File: config.mk
export PLATFORM = sky130hd
export DESIGN_NAME = uart_interrupt_arbiter_flat
export DESIGN_NICKNAME = d
export VERILOG_FILES = /design/src/rtl/uart_interrupt_arbiter_pkg.sv /design/src/rtl/uart_interrupt_arbiter_if.sv /design/src/rtl/uart_interrupt_arbiter_rx_timeout.sv /design/src/rtl/uart_interrupt_arbiter.sv /design/src/flat_wrapper.sv
export SDC_FILE = /design/constraint.sdc
export NUM_CORES = 1
export LEC_CHECK = 0
export CORE_MARGIN = 4
export CORE_UTILIZATION = 45
export DETAILED_ROUTE_END_ITERATION = 7
export PLACE_DENSITY_LB_ADDON = 0.3
export SYNTH_ARGS = -nofsm -noshare
export SYNTH_HDL_FRONTEND = slang
export SYNTH_SLANG_ARGS = --single-unit
File: constraint.sdc
create_clock -name clk_i -period 2.1 [get_ports clk_i]
set_input_delay 0.42 -clock clk_i [delete_from_list [all_inputs] [get_ports clk_i]]
set_output_delay 0.42 -clock clk_i [all_outputs]
set_load 0.005 [all_outputs]
File: src/rtl/uart_interrupt_arbiter_pkg.sv
// Shared types and helpers for the UART interrupt arbiter.
// Covers source IDs, arbiter FSM states and pending-vector helpers.
package UART_pkg;

    localparam int INT_SRC_NUM = 7;

    typedef enum logic [2:0] {
        INT_NONE       = 3'd0,
        INT_CFG_ERR    = 3'd1,
        INT_OVERRUN    = 3'd2,
        INT_FRAME      = 3'd3,
        INT_PARITY     = 3'd4,
        INT_RX_TIMEOUT = 3'd5,
        INT_CFG_DONE   = 3'd6,
        INT_TX_DONE    = 3'd7
    } uart_int_id_e;

    typedef enum logic [1:0] {
        IDLE   = 2'd0,
        ASSERT = 2'd1,
        GAP    = 2'd2
    } int_arb_state_e;

    // Lowest set bit wins: bit 0 (ID 1) has the highest priority.
    function automatic uart_int_id_e lowest_pending(input logic [INT_SRC_NUM-1:0] vec);
        uart_int_id_e id;
        id = INT_NONE;
        for (int k = INT_SRC_NUM - 1; k >= 0; k--) begin
            if (vec[k]) begin
                id = uart_int_id_e'(3'(k + 1));
            end
        end
        return id;
    endfunction

    function automatic logic [INT_SRC_NUM-1:0] id_to_mask(input uart_int_id_e id);
        logic [INT_SRC_NUM-1:0] m;
        m = '0;
        for (int k = 0; k < INT_SRC_NUM; k++) begin
            m[k] = (id == uart_int_id_e'(3'(k + 1)));
        end
        return m;
    endfunction

endpackage

File: src/rtl/uart_interrupt_arbiter_if.sv
// Event, acknowledge and status signals between the UART controller/host and the arbiter.
interface uart_int_if;
    import UART_pkg::*;

    logic [INT_SRC_NUM-1:0] int_enable_i;
    logic                   configuration_error_i;
    logic                   overrun_error_i;
    logic                   frame_error_i;
    logic                   parity_error_i;
    logic                   configuration_done_i;
    logic                   tx_done_i;
    logic                   rx_fifo_empty_i;
    logic                   rx_fifo_read_i;
    logic                   interrupt_ackn_i;
    logic                   int_o;
    uart_int_id_e           int_id_o;
    logic [INT_SRC_NUM-1:0] pending_o;

    modport master (
        output int_enable_i, configuration_error_i, overrun_error_i, frame_error_i,
               parity_error_i, configuration_done_i, tx_done_i, rx_fifo_empty_i,
               rx_fifo_read_i, interrupt_ackn_i,
        input  int_o, int_id_o, pending_o
    );

    modport slave (
        input  int_enable_i, configuration_error_i, overrun_error_i, frame_error_i,
               parity_error_i, configuration_done_i, tx_done_i, rx_fifo_empty_i,
               rx_fifo_read_i, interrupt_ackn_i,
        output int_o, int_id_o, pending_o
    );

endinterface

File: src/rtl/uart_interrupt_arbiter_rx_timeout.sv
// RX timeout: counts idle cycles of a non-empty RX FIFO and emits one pulse per stall.
module uart_rx_timeout #(
    parameter int RX_TIMEOUT_CYC = 1024
) (
    input  logic clk_i,
    input  logic rst_n_i,
    input  logic rx_fifo_empty_i,
    input  logic rx_fifo_read_i,
    output logic timeout_o
);

    localparam int              CNT_W    = $clog2(RX_TIMEOUT_CYC);
    localparam logic [CNT_W-1:0] CNT_LAST = CNT_W'(RX_TIMEOUT_CYC - 1);

    logic [CNT_W-1:0] cnt_q, cnt_d;
    logic             fired_q, fired_d;
    logic             timeout_q, timeout_d;

    // Next-state: clear on read/empty, count otherwise, pulse once when the count hits the last value.
    always_comb begin
        cnt_d     = cnt_q;
        fired_d   = fired_q;
        timeout_d = 1'b0;
        if (rx_fifo_empty_i || rx_fifo_read_i) begin
            cnt_d   = '0;
            fired_d = 1'b0;
        end else if (cnt_q != CNT_LAST) begin
            cnt_d = cnt_q + CNT_W'(1);
            if ((cnt_q == (CNT_LAST - CNT_W'(1))) && !fired_q) begin
                timeout_d = 1'b1;
                fired_d   = 1'b1;
            end else begin
                timeout_d = 1'b0;
            end
        end else begin
            cnt_d = CNT_LAST;
        end
    end

    // Counter, fired flag and pulse registers.
    always_ff @(posedge clk_i or negedge rst_n_i) begin
        if (!rst_n_i) begin
            cnt_q     <= '0;
            fired_q   <= 1'b0;
            timeout_q <= 1'b0;
        end else begin
            cnt_q     <= cnt_d;
            fired_q   <= fired_d;
            timeout_q <= timeout_d;
        end
    end

    assign timeout_o = timeout_q;

endmodule

File: src/rtl/uart_interrupt_arbiter.sv
// Latches UART interrupt events and presents them one at a time, highest priority first,
// holding each until the host acknowledges it.
module uart_interrupt_arbiter
    import UART_pkg::*;
#(
    parameter int RX_TIMEOUT_CYC = 1024
) (
    input logic      clk_i,
    input logic      rst_n_i,
    uart_int_if.slave bus
);

    logic                   timeout_s;
    logic [INT_SRC_NUM-1:0] set_s;
    logic [INT_SRC_NUM-1:0] presented_s;
    logic [INT_SRC_NUM-1:0] clr_s;
    logic [INT_SRC_NUM-1:0] active_s;
    logic                   ack_s;

    logic [INT_SRC_NUM-1:0] pending_q, pending_d;
    int_arb_state_e         state_q, state_d;
    logic                   int_q, int_d;
    uart_int_id_e           id_q, id_d;

    uart_rx_timeout #(
        .RX_TIMEOUT_CYC (RX_TIMEOUT_CYC)
    ) u_rx_timeout (
        .clk_i           (clk_i),
        .rst_n_i         (rst_n_i),
        .rx_fifo_empty_i (bus.rx_fifo_empty_i),
        .rx_fifo_read_i  (bus.rx_fifo_read_i),
        .timeout_o       (timeout_s)
    );

    // Pending vector update: the presented source survives an enable drop, and a new set beats the ack clear.
    always_comb begin
        set_s = {bus.tx_done_i, bus.configuration_done_i, timeout_s, bus.parity_error_i,
                 bus.frame_error_i, bus.overrun_error_i, bus.configuration_error_i}
                & bus.int_enable_i;
        presented_s = (state_q == ASSERT) ? id_to_mask(id_q) : '0;
        ack_s       = (state_q == ASSERT) && bus.interrupt_ackn_i;
        clr_s       = ack_s ? presented_s : '0;
        active_s    = pending_q & bus.int_enable_i;
        pending_d   = ((pending_q & (bus.int_enable_i | presented_s)) & ~clr_s) | set_s;
    end

    // Presentation FSM next-state and output logic.
    always_comb begin
        state_d = state_q;
        int_d   = int_q;
        id_d    = id_q;
        case (state_q)
            IDLE: begin
                if (active_s != '0) begin
                    id_d    = lowest_pending(active_s);
                    int_d   = 1'b1;
                    state_d = ASSERT;
                end else begin
                    id_d  = INT_NONE;
                    int_d = 1'b0;
                end
            end
            ASSERT: begin
                if (ack_s) begin
                    id_d    = INT_NONE;
                    int_d   = 1'b0;
                    state_d = GAP;
                end else begin
                    int_d = 1'b1;
                end
            end
            GAP: begin
                id_d    = INT_NONE;
                int_d   = 1'b0;
                state_d = IDLE;
            end
            default: begin
                id_d    = INT_NONE;
                int_d   = 1'b0;
                state_d = IDLE;
            end
        endcase
    end

    // State, pending and output registers.
    always_ff @(posedge clk_i or negedge rst_n_i) begin
        if (!rst_n_i) begin
            state_q   <= IDLE;
            pending_q <= '0;
            int_q     <= 1'b0;
            id_q      <= INT_NONE;
        end else begin
            state_q   <= state_d;
            pending_q <= pending_d;
            int_q     <= int_d;
            id_q      <= id_d;
        end
    end

    assign bus.int_o     = int_q;
    assign bus.int_id_o  = id_q;
    assign bus.pending_o = pending_q;

endmodule

File: src/flat_wrapper.sv
// flat-port wrapper written by rule: the top's interface ports become plain ports
module uart_interrupt_arbiter_flat import UART_pkg::*;
#(
    parameter int RX_TIMEOUT_CYC = 1024
)
  (clk_i, rst_n_i, bus_int_enable_i, bus_configuration_error_i, bus_overrun_error_i, bus_frame_error_i, bus_parity_error_i, bus_configuration_done_i, bus_tx_done_i, bus_rx_fifo_empty_i, bus_rx_fifo_read_i, bus_interrupt_ackn_i, bus_int_o, bus_int_id_o, bus_pending_o);
  uart_int_if bus_i ();
  input logic clk_i;
  input logic rst_n_i;
  input wire logic [$bits(bus_i.int_enable_i)-1:0] bus_int_enable_i;
  input wire logic [$bits(bus_i.configuration_error_i)-1:0] bus_configuration_error_i;
  input wire logic [$bits(bus_i.overrun_error_i)-1:0] bus_overrun_error_i;
  input wire logic [$bits(bus_i.frame_error_i)-1:0] bus_frame_error_i;
  input wire logic [$bits(bus_i.parity_error_i)-1:0] bus_parity_error_i;
  input wire logic [$bits(bus_i.configuration_done_i)-1:0] bus_configuration_done_i;
  input wire logic [$bits(bus_i.tx_done_i)-1:0] bus_tx_done_i;
  input wire logic [$bits(bus_i.rx_fifo_empty_i)-1:0] bus_rx_fifo_empty_i;
  input wire logic [$bits(bus_i.rx_fifo_read_i)-1:0] bus_rx_fifo_read_i;
  input wire logic [$bits(bus_i.interrupt_ackn_i)-1:0] bus_interrupt_ackn_i;
  output wire logic [$bits(bus_i.int_o)-1:0] bus_int_o;
  output wire logic [$bits(bus_i.int_id_o)-1:0] bus_int_id_o;
  output wire logic [$bits(bus_i.pending_o)-1:0] bus_pending_o;
  assign bus_i.int_enable_i = bus_int_enable_i;
  assign bus_i.configuration_error_i = bus_configuration_error_i;
  assign bus_i.overrun_error_i = bus_overrun_error_i;
  assign bus_i.frame_error_i = bus_frame_error_i;
  assign bus_i.parity_error_i = bus_parity_error_i;
  assign bus_i.configuration_done_i = bus_configuration_done_i;
  assign bus_i.tx_done_i = bus_tx_done_i;
  assign bus_i.rx_fifo_empty_i = bus_rx_fifo_empty_i;
  assign bus_i.rx_fifo_read_i = bus_rx_fifo_read_i;
  assign bus_i.interrupt_ackn_i = bus_interrupt_ackn_i;
  assign bus_int_o = bus_i.int_o;
  assign bus_int_id_o = bus_i.int_id_o;
  assign bus_pending_o = bus_i.pending_o;
  uart_interrupt_arbiter #(.RX_TIMEOUT_CYC(RX_TIMEOUT_CYC)) u_core (.clk_i(clk_i), .rst_n_i(rst_n_i), .bus(bus_i));
endmodule
# --- Word level (Yosys, flattened, before mapping) ---
# Index checks and enable logic that the tools add are counted.
classes:
  add_sub_neg: 1
  mul: 0
  div: 0
  n_lt_le_gt_ge: 0
  eq_ne: 12
  shifts: 0
  muxes: 26
  n_bitwise: 7
  n_reduce_logical: 10
ops:
  columns: ["operator", "n"]
  rows:
  - ["$and 7x7->7", 4]
  - ["$mux 3", 9]
  - ["$mux 10", 2]
  - ["$mux 7", 2]
  - ["$or 7x7->7", 2]
  - ["$eq 3x3->1 const B", 4]
  - ["$add 10x1->10 const B", 1]
  - ["$eq 10x10->1 const B", 1]
  - ["$ne 10x10->1 const B", 1]
  - ["$mux 1", 8]
  - ["$not 7->7", 1]
  - ["$reduce_bool 7->1", 1]
  - ["$eq 3x2->1 const B", 2]
  - ["$pmux 3 s2", 1]
  - ["$mux 2", 2]
  - ["$ne 2x1->1 const B", 2]
  - ["$pmux 2 s2", 1]
  - ["$reduce_and 2->1", 2]
  - ["$reduce_bool 2->1", 2]
  - ["$eq 3x1->1 const B", 1]
  - ["$eq 2x1->1 const B", 1]
  - ["$logic_and 1x1->1", 2]
  - ["$logic_not 2->1", 1]
  - ["$pmux 1 s2", 1]
  - ["other kinds (2)", 2]
word_totals:
  register_bits: 25
  latchBits: 0
  ram_bits: 0
  romBits: 0
  input_bits: 18
  elab_cells: 63
  n_memories: 0

# --- Longest topological paths before layout ---
logic_depth:
  depth_word: 10
  depth_mapped: 5

# --- By module ---
# A second synthesis with hierarchy kept.
hier_totals:
  cells_unflattened: 137
  hier_area_um2: 1322.5
modules_own_cells:
  columns: ["module", "instances", "cells_each", "area_per_inst_um2", "seq_area_each_um2"]
  rows:
  - ["uart_interrupt_arbiter", 1, 77, 700.7, 325.3]
  - ["uart_rx_timeout", 1, 60, 621.8, 300.3]

# --- Worst setup path before layout ---
# Ideal clock, no wire load.
synth_timing:
  kind: "register -> register"
  from: "reg u_core.pending_q[2] (netlist: u_core.bus.pending_o[2])"
  to: "reg u_core.id_q[0] (netlist: u_core.bus.int_id_o[0])"
  setup_ps: 141
  t_arrival_ps: 1154
  path_slack_ps: 805
  stages_incl_launch_ff: 5
  path_buffers: 0
  period_less_slack_ps: 1295
  path_cell_list: "dfrtp_1 -> a22oi_1 -> nand2_1 -> o31ai_1 -> o32ai_1"
synth_via:
  elab_chain_cells: 6
synth_lines:
  columns: ["item", "line_no", "source"]
  rows:
  - ["start, declared", "uart_interrupt_arbiter.sv:20", "logic [INT_SRC_NUM-1:0] pending_q, pending_d;"]
  - ["start signal, assigned", "uart_interrupt_arbiter.sv:94", "pending_q <= pending_d;"]
  - ["$and 7x7->7 (*)", "uart_interrupt_arbiter.sv:43", "active_s = pending_q & bus.int_enable_i;"]
  - ["$mux 3 (3 in a row)", "uart_interrupt_arbiter_pkg.sv:29", "if (vec[k]) begin"]
  - ["$mux 3 (*)", "uart_interrupt_arbiter.sv:54", "if (active_s != '0) begin"]
  - ["$pmux 3 s2 (*)", "uart_interrupt_arbiter.sv:52", "case (state_q)"]
  - ["end signal, assigned", "uart_interrupt_arbiter.sv:96", "id_q <= id_d;"]
  - ["end, declared", "uart_interrupt_arbiter.sv:23", "uart_int_id_e id_q, id_d;"]
# Mark *: on every way between the ends. The rest lies on a longest branch, timed or not.
# A chain may end at the register's enable or synchronous reset.

# --- Worst setup path after layout ---
layout_timing:
  from: "reg u_core.id_q[0] (netlist: u_core.bus.int_id_o[0])"
  to: "out bus_int_id_o[0]"
layout_lines:
  columns: ["item", "line_no", "source"]
  rows:
  - ["end, declared", "flat_wrapper.sv:21", "output wire logic [$bits(bus_i.int_id_o)-1:0] bus_int_id_o;"]
# No word-level cell between the ends.

==> run metrics <==
status=finished, final reports clean; DP Wirelength=2230 um; Post-Synthesis Cells=132; Relative slew margins=76.4%; Static Leak=0.700 nW; count leader, synth=dfrtp_1; CP max-delay cell=clkdlybuf4s50_1; HP Class=input pin to asynchronous set/reset pin; Data required, critical path=1.68 ns; number of synthesis warnings=0; CP endpoint=bus_int_id_o[0]; Clk Latency, worst-skew pair=0.32 ns; CORE AREA=0.00276 sq mm; total power draw=1.20 mW; CTS tree=yes; post-CTS setup buffers=0; diode count=0; FF/Latch Area=626 sq um; DR pass1 iterations=4; placed instance count=189; Reg2Reg Capture Point=u_core.u_rx_timeout.cnt_q[0]$_DFF_PN0_; Worst Path Arrival=1.44 ns; Achievable Freq=539 MHz; Die ar.=0.00381 sq mm; # DRC=0; gp weighted congestion=0.830; placed cell area=0.00162 sq mm; Final Cycle Share=88.4%; area grow syn2layout=26.7%; cts repair resizes=0; clk buf depth=2; global-route met3 utilization=3.10%; PwrDens=730 mW/mm^2; ANT nets after route=0; CTS Buf Count=3; Worst Tran Pin Value=0.350 ns; crit path cell chain=clkdlybuf4s50_1; share of Yosys cell area claimed by the top area cell type=48.2%; Worst VDD drop=0.000555 V; critical path launch point=u_core.bus.int_id_o[0]$_DFFE_PN0P_; Worst R2R Setup Slack=0.57 ns; TritonCTS Sinks=25; RSZ-0062 raised after global routing=false; clock root cell=clkbuf_4; GRT Overall Usage=17.8%; setup violators final=0; Post-synth ARST share=100%; Fin Clk Skew=0.00252 ns; Vias=1,152; Worst Reg-to-Reg Cells=5; EDFF count, synth=0; Critical Path End Type=output port; slowest stage delay, CP=0.57 ns; standard-cell rows=19; Critical Path Fanout Max=9; WL final=3010 um; Top FF cell, synth=dfrtp_1; net count after synthesis=152; initial DRC count=90; I/O Pins=29; Hold Vio Cnt, Final=0; WP buf/inv=1; number of vias per cell=5.97; Die X=61.7 um; top cell family by delay on the critical path=buffers and inverters; grt peak-use layer=met2; CP Launch Type=flop; Synth area leaders=dfrtp_1, a21oi_1, nand2_1, o21ai_0, nand3_1; Seq cells post-synth=25; pin count of the biggest net entering global routing=26; critical path class=flop to output port; Post-CTS Hold Fix Bufs=0; setup tns final=0 ns; number of stages on the worst setup path=1; DIE HEIGHT=61.7 um; average wire per standard cell=15.6 um; register area share after synthesis=48.2%; Slew Limit Fails=0; layout cells sized above 1=8.64%; final net count=183; Yosys top cell by area=dfrtp_1; launch point of the worst reg-to-reg path=u_core.u_rx_timeout.cnt_q[0]$_DFF_PN0_; first-pass GRT wire length=5060 um; clock-pin slew on the worst setup and hold paths=0.13 ns; H-tree depth=1; fillers=260; port buffer count=28; Post-Layout Cell Count=193; final instance area=0.00164 sq mm; vias in the first global route=1,164; Cell variety after synth=44; Post-Synthesis Cell Area=0.00130 sq mm; initial core utilization=47.1%; initial antenna violation count=0; total gr overflow=0; Post-Syn Area per Cell=9.83 sq um; utilization after layout=59.6%; max_cap viols=0; min cycle time layout=1.86 ns; M1 GR Usage=20.7%; met2 usage=32.6%; Synth top cells by count=dfrtp_1, nand2_1, a21oi_1; Multi-input gate area=631 sq um
## layout by cell type, fill, tap and decap left out, types with 2 or more instances in the layout
cell	count
ha_1	2
a221o_1	2
a21o_1	2
dfrtp_1	25
nor2b_1	3
nand4_1	2
inv_1	7
nand3_1	6
a31oi_1	2
nand2_1	14
nor3_1	3
nand3b_1	2
o21ai_0	7
o32ai_1	2
nor2_1	7
a21oi_1	12
clkbuf_4	3
o31ai_1	2
a22o_1	2
clkdlybuf4s50_1	28
buf_4	2
xnor2_1	3
## worst min path at each step
stage	start	endpoint	slack, ns	depth (start not counted)
global placement	u_core.u_rx_timeout.fired_q$_DFFE_PN0P_	u_core.u_rx_timeout.timeout_o$_DFF_PN0_	0.45	1
global route	rst_n_i	u_core.bus.pending_o[2]$_DFF_PN0_	0.46	2
detailed placement	u_core.u_rx_timeout.fired_q$_DFFE_PN0P_	u_core.u_rx_timeout.timeout_o$_DFF_PN0_	0.45	1
finish	rst_n_i	u_core.bus.pending_o[2]$_DFF_PN0_	0.45	2
floorplan	rst_n_i	u_core.bus.int_id_o[0]$_DFFE_PN0P_	0.12	0
CTS	rst_n_i	u_core.bus.pending_o[2]$_DFF_PN0_	0.46	2
## per-stage QoR
stage | hold WS, ns | setup slack, ns
after detailed placement | 0.454 | 0.143
final | 0.452 | 0.244
after floorplan | 0.124 | 0.805
after global routing | 0.456 | 0.155
after global placement | 0.451 | 0.250
after CTS | 0.464 | 0.233
## metal layers
metal	up-vias	wire (um)
met5	-	0
met4	0	43
met3	6	157
met2	39	1560
met1	557	1250
li1	550	-
## final cells by class
class / count / area share, %
Multi-Input combinational cell: 96 / 38.4
Clock buffer: 3 / 1.37
Clock inverter: 1 / 0.304
Sequential cell: 25 / 38.1
Inverter: 7 / 1.60
Tap cell: 31 / 2.36
Timing Repair Buffer: 30 / 18.0
## registers in the layout, indices dropped and copies added, names as in the netlist
register / flops
u_core.bus.int_id_o: 3
u_core.u_rx_timeout.cnt_q: 10
u_core.bus.int_o: 1
u_core.u_rx_timeout.fired_q: 1
u_core.state_q: 2
u_core.u_rx_timeout.timeout_o: 1
u_core.bus.pending_o: 7
## report_power, final
group / switching, mW / total [mW] / internal (mW)
Clock: 0.145 / 0.216 / 0.0713
Sequential: 0.0970 / 0.638 / 0.541
Combinational: 0.150 / 0.345 / 0.195
Total: 0.391 / 1.20 / 0.808
## cell families after synthesis
kind of cell               after synthesis  share of synthesized area [%]
AOI/OAI and AO/OA                       40                           20.9
xor gates and xnor gates                 4                           2.70
adders and majority gates                2                           1.93
buffers and inverters                   11                           3.18
DFF                                     25                           48.2
and+or+nand+nor                         50                           23.0
(Power assumes the default switching activity.)
